## src/rtl/fft_overflow_monitor.sv

```systemverilog
// Block-floating-point overflow monitor for one FFT transform: counts guard-bit
// violations per stage and issues the per-stage rescale events at each stage end.
module fft_overflow_monitor #(
    parameter int DATA_WIDTH  = 16,
    parameter int GUARD_BITS  = 1,
    parameter int STAGE_WIDTH = 8
) (
    input  logic                          clk_i,
    input  logic                          reset_n_i,
    input  logic                          fft_start_i,
    input  logic [STAGE_WIDTH-1:0]        num_stages_i,
    input  logic                          auto_scale_en_i,
    input  logic                          sample_valid_i,
    output logic                          sample_ready_o,
    input  logic signed [DATA_WIDTH-1:0]  sample_real_i,
    input  logic signed [DATA_WIDTH-1:0]  sample_imag_i,
    input  logic                          sample_last_i,
    output logic                          stage_complete_o,
    output logic                          scale_factor_increment_o,
    output logic                          overflow_detected_o,
    output logic [7:0]                    overflow_magnitude_o,
    output logic [STAGE_WIDTH-1:0]        overflow_stage_o,
    output logic                          scale_next_stage_o,
    output logic                          busy_o,
    output logic                          done_o
);

    typedef enum logic [1:0] {IDLE, MONITOR, REPORT, DONE} state_t;

    state_t                 state;
    logic [STAGE_WIDTH-1:0] stage_idx;
    logic [STAGE_WIDTH-1:0] num_stages_q;
    logic [7:0]             ovf_cnt;
    logic                   accept;
    logic                   sample_ovf;
    logic                   last_stage;

    // Arithmetic shift leaves only the sign plus guard bits; anything other than
    // all-zeros or all-ones means the headroom has been consumed.
    function automatic logic has_ovf(input logic signed [DATA_WIDTH-1:0] x);
        logic signed [DATA_WIDTH-1:0] sh;
        sh = x >>> (DATA_WIDTH - 1 - GUARD_BITS);
        return !((sh == '0) || (sh == '1));
    endfunction

    function automatic logic [7:0] sat_inc(input logic [7:0] cnt);
        return (cnt == 8'hFF) ? cnt : cnt + 8'd1;
    endfunction

    assign sample_ready_o = (state == MONITOR);
    assign accept         = sample_valid_i & sample_ready_o;
    assign sample_ovf     = has_ovf(sample_real_i) | has_ovf(sample_imag_i);
    assign last_stage     = (stage_idx == num_stages_q - STAGE_WIDTH'(1));

    // Event pulses are decoded straight from the state register so they line up
    // with the single REPORT/DONE cycle.
    assign stage_complete_o         = (state == REPORT);
    assign overflow_detected_o      = (state == REPORT) && (ovf_cnt != 8'd0);
    assign scale_factor_increment_o = overflow_detected_o && auto_scale_en_i;
    assign done_o                   = (state == DONE);
    assign busy_o                   = (state != IDLE);

    always_ff @(posedge clk_i or negedge reset_n_i) begin
        if (!reset_n_i) begin
            state                <= IDLE;
            stage_idx            <= '0;
            num_stages_q         <= '0;
            ovf_cnt              <= 8'd0;
            overflow_magnitude_o <= 8'd0;
            overflow_stage_o     <= '0;
            scale_next_stage_o   <= 1'b0;
        end else if (fft_start_i) begin
            // Restart wins over everything, including a sample offered this cycle.
            stage_idx          <= '0;
            ovf_cnt            <= 8'd0;
            scale_next_stage_o <= 1'b0;
            num_stages_q       <= num_stages_i;
            state              <= (num_stages_i == '0) ? DONE : MONITOR;
        end else begin
            case (state)
                IDLE: begin
                    state <= IDLE;
                end
                MONITOR: begin
                    if (accept) begin
                        if (sample_ovf) begin
                            ovf_cnt <= sat_inc(ovf_cnt);
                        end
                        if (sample_last_i) begin
                            state <= REPORT;
                        end
                    end
                end
                REPORT: begin
                    overflow_magnitude_o <= ovf_cnt;
                    overflow_stage_o     <= stage_idx;
                    scale_next_stage_o   <= (ovf_cnt != 8'd0) && auto_scale_en_i;
                    ovf_cnt              <= 8'd0;
                    if (last_stage) begin
                        state <= DONE;
                    end else begin
                        stage_idx <= stage_idx + STAGE_WIDTH'(1);
                        state     <= MONITOR;
                    end
                end
                DONE: begin
                    scale_next_stage_o <= 1'b0;
                    state              <= IDLE;
                end
                default: begin
                    state <= IDLE;
                end
            endcase
        end
    end

endmodule

```

## config.mk

```make
export PLATFORM = sky130hd
export DESIGN_NAME = fft_overflow_monitor
export DESIGN_NICKNAME = d
export VERILOG_FILES = /design/src/rtl/fft_overflow_monitor.sv
export SDC_FILE = /design/constraint.sdc
export NUM_CORES = 1
export LEC_CHECK = 0
export ABC_AREA = 1
export CAP_MARGIN = 40
export CORE_AREA = 5 5 81 83
export CTS_BUF_LIST = sky130_fd_sc_hd__clkbuf_16
export CTS_CLUSTER_SIZE = 8
export DETAILED_ROUTE_END_ITERATION = 6
export DIE_AREA = 0 0 86 88
export PLACE_DENSITY = 0.83
export REMOVE_ABC_BUFFERS = 1
export SETUP_SLACK_MARGIN = 0.1
export SLEW_MARGIN = 10
export SYNTH_ARGS = -nofsm -noshare
export SYNTH_HDL_FRONTEND = slang
export SYNTH_SLANG_ARGS = --single-unit
```

## constraint.sdc

```tcl
create_clock -name clk_i -period 1.5 [get_ports clk_i]
set_input_delay 0.3 -clock clk_i [delete_from_list [all_inputs] [get_ports clk_i]]
set_output_delay 0.3 -clock clk_i [all_outputs]
set_load 0.02 [all_outputs]
```

# After elaboration in Yosys (flattened, before gate mapping)
# Index checks and enable logic that the tools add are counted.
# totals
word_cells,62
regBits,43
# classes
n_addsub,3
mux,16
reduce_logical,21
eq_ne,12
bitwise_logic,3
# ops
operator,n
$mux 8,7
$eq 16x16->1 const B,2
$logic_not 16->1,2
$add 8x1->8 const B,2
$pmux 8 s2,1
$mux 2,5
$ne 3x2->1 const B,3
$eq 8x8->1,1
$eq 8x8->1 const B,1
$logic_not 8->1,1
$reduce_bool 8->1,1
$sub 8x1->8 const B,1
$pmux 2 s3,1
$reduce_and 2->1,3
$reduce_bool 3->1,2
$eq 2x2->1 const B,2
$reduce_and 4->1,1
$reduce_bool 2->1,2
$logic_and 1x1->1,3
$ne 3x3->1 const B,1
$eq 2x1->1 const B,1
$logic_not 1->1,2
$logic_not 2->1,1
$logic_or 1x1->1,2
other kinds (7),7

# Logic depth before layout (Yosys ltp)
# logic_depth
word_depth,8
mapped_depth,13

# Least setup slack after synthesis
# No wires, ideal clock.
# synth_path
kind,register to output
from,register state[0]
to,output scale_factor_increment_o
arrival_ps,1727
n_path_buf,0
path_slack_ps,-527
stages_incl_launch_ff,7
path_cell_list,dfrtp_1 inv_1 ha_1 inv_1 a21oi_1 nand2_1 inv_1
# synth_via
elab_chain_len,3
# synth_lines
item,line_no,rtl
"start, declared",30,state_t state;
"start signal, assigned",78,state <= (num_stages_i == '0) ? DONE : MONITOR;
$eq 2x2->1,n/a,
named net stage_complete_o,18,"output logic stage_complete_o,"
$logic_and 1x1->1,58,assign overflow_detected_o = (state == REPORT) && (ovf_cnt != 8'd0);
named net overflow_detected_o,20,"output logic overflow_detected_o,"
$logic_and 1x1->1,59,assign scale_factor_increment_o = overflow_detected_o && auto_scale_en_i;
"end, declared",19,"output logic scale_factor_increment_o,"
# The timed path passes the listed nets, and every way through them passes these cells.

# Worst setup path after layout
# layout_path
from,register state[1]
to,register ovf_cnt[6]
# layout_via
elab_chain_len,4
elab_cells_between_ends,10
cone_classes,eq/ne: 5; mux: 2; bitwise: 1; reduce/logical: 2
# layout_lines
item,line_no,rtl
$eq 2x1->1,"50, 80",
$and 1x1->1,51,assign accept = sample_valid_i & sample_ready_o;
$ne 3x2->1 (no line),n/a,
$reduce_and 4->1 (no line),n/a,
"end signal, assigned",87,ovf_cnt <= sat_inc(ovf_cnt);
"end, declared",33,logic [7:0] ovf_cnt;
# Parallel ways exist; a longest one is shown, timed or not.
# A chain may end at the register's enable or synchronous reset.

==> results_dict.tcl <==
set metrics [dict create \
    finalSetupTns_ns -4.20 \
    grt_pass1_vias 2769 \
    cts_made_buffers 5 \
    insertion_delay_ns 0.29 \
    core_mm2 0.00578 \
    initial_utilization_pct 41.5 \
    clock_power_share_pct 25.7 \
    worst_ep_required_time_ns 1.69 \
    p_int_mw 3.51 \
    synthMostInstantiatedCell "sky130_fd_sc_hd__nand2_1" \
    slew_viol_final 0 \
    place_ws_ns -0.422 \
    sort_of_element_at_the_start_of_the_critical_path "flip-flop" \
    detailed_route_drc_error_count 0 \
    detailroute.via_count 2796 \
    synth.cells.most_frequent "sky130_fd_sc_hd__nand2_1 (85), sky130_fd_sc_hd__dfrtp_1 (43), sky130_fd_sc_hd__inv_1 (34)" \
    placement.io_buffers 40 \
    clock_tree.buffer_depth 2 \
    floorplan.die.height_um 88 \
    combinationalPowerShare_pct 47.9 \
    grt_use_total_pct 23.4 \
    dp_hpwl_um 4280 \
    vdd_ir_drop_max_uv 989 \
    combined_area_of_all_synthesized_cells_mm2 0.00240 \
    layout.core_utilization_pct 71.7 \
    hold_violations 0 \
    worst-path-max-fanout 5 \
    post-route-min-period_ns 1.83 \
    routedWlPerCell_um 20.0 \
    number_of_rows_created_at_floorplan 28 \
    critPathKind "flip-flop to flip-flop" \
    violated_checks "setup timing" \
    wire_length_of_the_first_global_routing_pass_um 13600 \
    cell_type_with_the_largest_total_area_after_synthesis "sky130_fd_sc_hd__dfrtp_1" \
    synth_flop_cell "sky130_fd_sc_hd__dfrtp_1" \
    pwr_density_cell_mw_per_mm2 1330 \
    path_clk_slew_ns 0.07 \
    cts.htree.levels 2 \
    route.antenna.remaining_nets 0 \
    finalCritPeriodShare_pct 122 \
    switching_power_mw 1.99 \
    ctsRootBufferMaster "sky130_fd_sc_hd__clkbuf_16" \
    nFillCells 369 \
    yosys_register_bits 43 \
    switching_share_of_power_pct 36.2 \
    timing.clock.skew_ns 0.00777 \
    cts_tree "built" \
    max_slew.worst_pin.slew_ns 0.398 \
    antenna_cells_inserted 0 \
    finalWeightedCongestion 0.925 \
    fin_nets 461 \
    synth.yosys.seq_area_share_pct 44.8 \
    synth.avg_cell_area_um2 7.82 \
    tightest_hold_margin_ns 0.477 \
    design.portCount 69 \
    synth_area_leaders "sky130_fd_sc_hd__dfrtp_1 (45%), sky130_fd_sc_hd__nand2_1 (13%), sky130_fd_sc_hd__nand3_1 (5.4%), sky130_fd_sc_hd__inv_1 (5.3%), sky130_fd_sc_hd__o21ai_0 (5.0%)" \
    grt_antenna_before_repair 0 \
    finish_stage_setup_viols 24 \
    grt_start_max_net_pins 44 \
    critPathArrivalTime_ns 2.02 \
    numPlacedInstances 449 \
    grt_remaining_overflow 0 \
    initial_detailed_routing_violation_count 373 \
    worst_setup_slack_final_ns -0.329 \
    drt-pass1-iter-count 7 \
    drive_gt1_share_pct 43.4 \
    seq_power_share_pct 26.3 \
    postRouteWirelength_um 9660 \
    timing.critical_path.to_type "flip-flop" \
    max_freq_mhz 547 \
    run_status "finished, violations left" \
    yosys_warnings 0 \
    synth_enable_flop_cells 0 \
    stdcell_count 483 \
    async_reset_ff_share_pct 100 \
    synthesis.instances 307 \
    slew_headroom_pct 73.3 \
    area_growth_pct 72.8 \
    floorplan.die.width_um 86 \
    timing.hold.worst.class "flip-flop to flip-flop" \
    unrepaired_setup_endpoints_after_global_routing "yes" \
    synthDominantCellAreaShare_pct 44.8 \
    p_leak_nw 2.01 \
    synthDistinctLibCells 25 \
    route.detailed.vias_per_inst 5.79 \
    fp.dieArea_mm2 0.00757 \
    max_cap_violations 0 \
    tritoncts_num_sinks 43 \
]
power by group through the flow:
stage | registers (mW) | clock network, mW | logic [mW]
after floorplan | 1.53 | 0 | 0.599
after global placement | 1.41 | 0 | 1.42
after detailed placement | 1.42 | 0 | 1.46
after CTS | 1.41 | 1.39 | 2.13
after global routing | 1.46 | 1.48 | 2.76
final | 1.45 | 1.42 | 2.64
final cells by class:
class,count,area (um^2),area share (%)
Clock buffer,5,125,3.02
Timing Repair Buffer,103,1020,24.5
Inverter,35,146,3.53
Multi-Input combinational cell,219,1630,39.2
Clock inverter,3,63.8,1.54
Sequential cell,43,1080,26.0
Tap cell,75,93.8,2.26
worst max-delay path: stages, from the launching register on:
cell and delay, ns:
sky130_fd_sc_hd__dfrtp_1 0.40, sky130_fd_sc_hd__buf_6 0.14, sky130_fd_sc_hd__inv_4 0.06, sky130_fd_sc_hd__ha_4 0.15, sky130_fd_sc_hd__inv_6 0.04, sky130_fd_sc_hd__buf_6 0.11
sky130_fd_sc_hd__nand2_4 0.06, sky130_fd_sc_hd__o31ai_4 0.09, sky130_fd_sc_hd__nor2_4 0.24, sky130_fd_sc_hd__buf_6 0.18, sky130_fd_sc_hd__nand4_1 0.09, sky130_fd_sc_hd__o21ai_1 0.16
per-layer routing:
layer | global-route usage [%] | part of all wire, %
met1 | 24.9 | 33
met2 | 42.5 | 52
met3 | 3.95 | 8.0
met4 | 15.1 | 6.6
met5 | 0 | 0
state kept, by name (all words and copies together), names as in the netlist:
register and flops:
overflow_stage_o 8, stage_idx 8, overflow_magnitude_o 8, scale_next_stage_o 1
num_stages_q 8, state 2, ovf_cnt 8
cell usage in the layout (no fill, tap or decap), types with 9 or more instances in the layout:
cell,count
sky130_fd_sc_hd__buf_4,38
sky130_fd_sc_hd__buf_6,24
sky130_fd_sc_hd__clkdlybuf4s50_1,15
sky130_fd_sc_hd__dfrtp_1,43
sky130_fd_sc_hd__dlygate4sd2_1,18
sky130_fd_sc_hd__inv_1,24
sky130_fd_sc_hd__nand2_1,56
sky130_fd_sc_hd__nand2_2,17
sky130_fd_sc_hd__nand2_4,15
sky130_fd_sc_hd__nand3_1,9
sky130_fd_sc_hd__nand3_2,15
sky130_fd_sc_hd__nand4_1,9
sky130_fd_sc_hd__nor2_1,11
sky130_fd_sc_hd__o21ai_2,14
sky130_fd_sc_hd__xor2_1,12
cells by family after synthesis:
family	share of synthesized area [%]
adders and majority gates	4.17
AOI/OAI and AO/OA	7.56
xor gates and xnor gates	6.57
and+or+nand+nor	29.3
buffers and inverters	7.56
DFF	44.8
stage by stage:
step / area, um^2 / total power [mW]
after floorplan: 2350 / 2.13
after global routing: 4150 / 5.69
after CTS: 3820 / 4.93
after detailed placement: 3160 / 2.87
final: 4150 / 5.50
after global placement: 3160 / 2.83
path summary, 6_finish.rpt:
check,startpoint,endpoint,slack [ns],cells after the start
max reg2reg,state[1],ovf_cnt[6],-0.33,11
min reg2reg,overflow_stage_o[5],overflow_stage_o[5],0.48,2
max in group asynchronous,reset_n_i,overflow_stage_o[6],0.74,3
min in group asynchronous,reset_n_i,ovf_cnt[3],0.53,3
min,overflow_stage_o[5],overflow_stage_o[5],0.48,2
max,state[1],ovf_cnt[6],-0.33,11
repair_timing:
item	CTS	global route
buffers inserted	14	10
gates resized for setup	149	73
hold endpoints to repair	30	0
hold buffers	1	0
pin swaps	21	23
gates cloned	3	2
setup endpoints to repair	55	39
No activity file was read; power rests on OpenSTA's default activity.
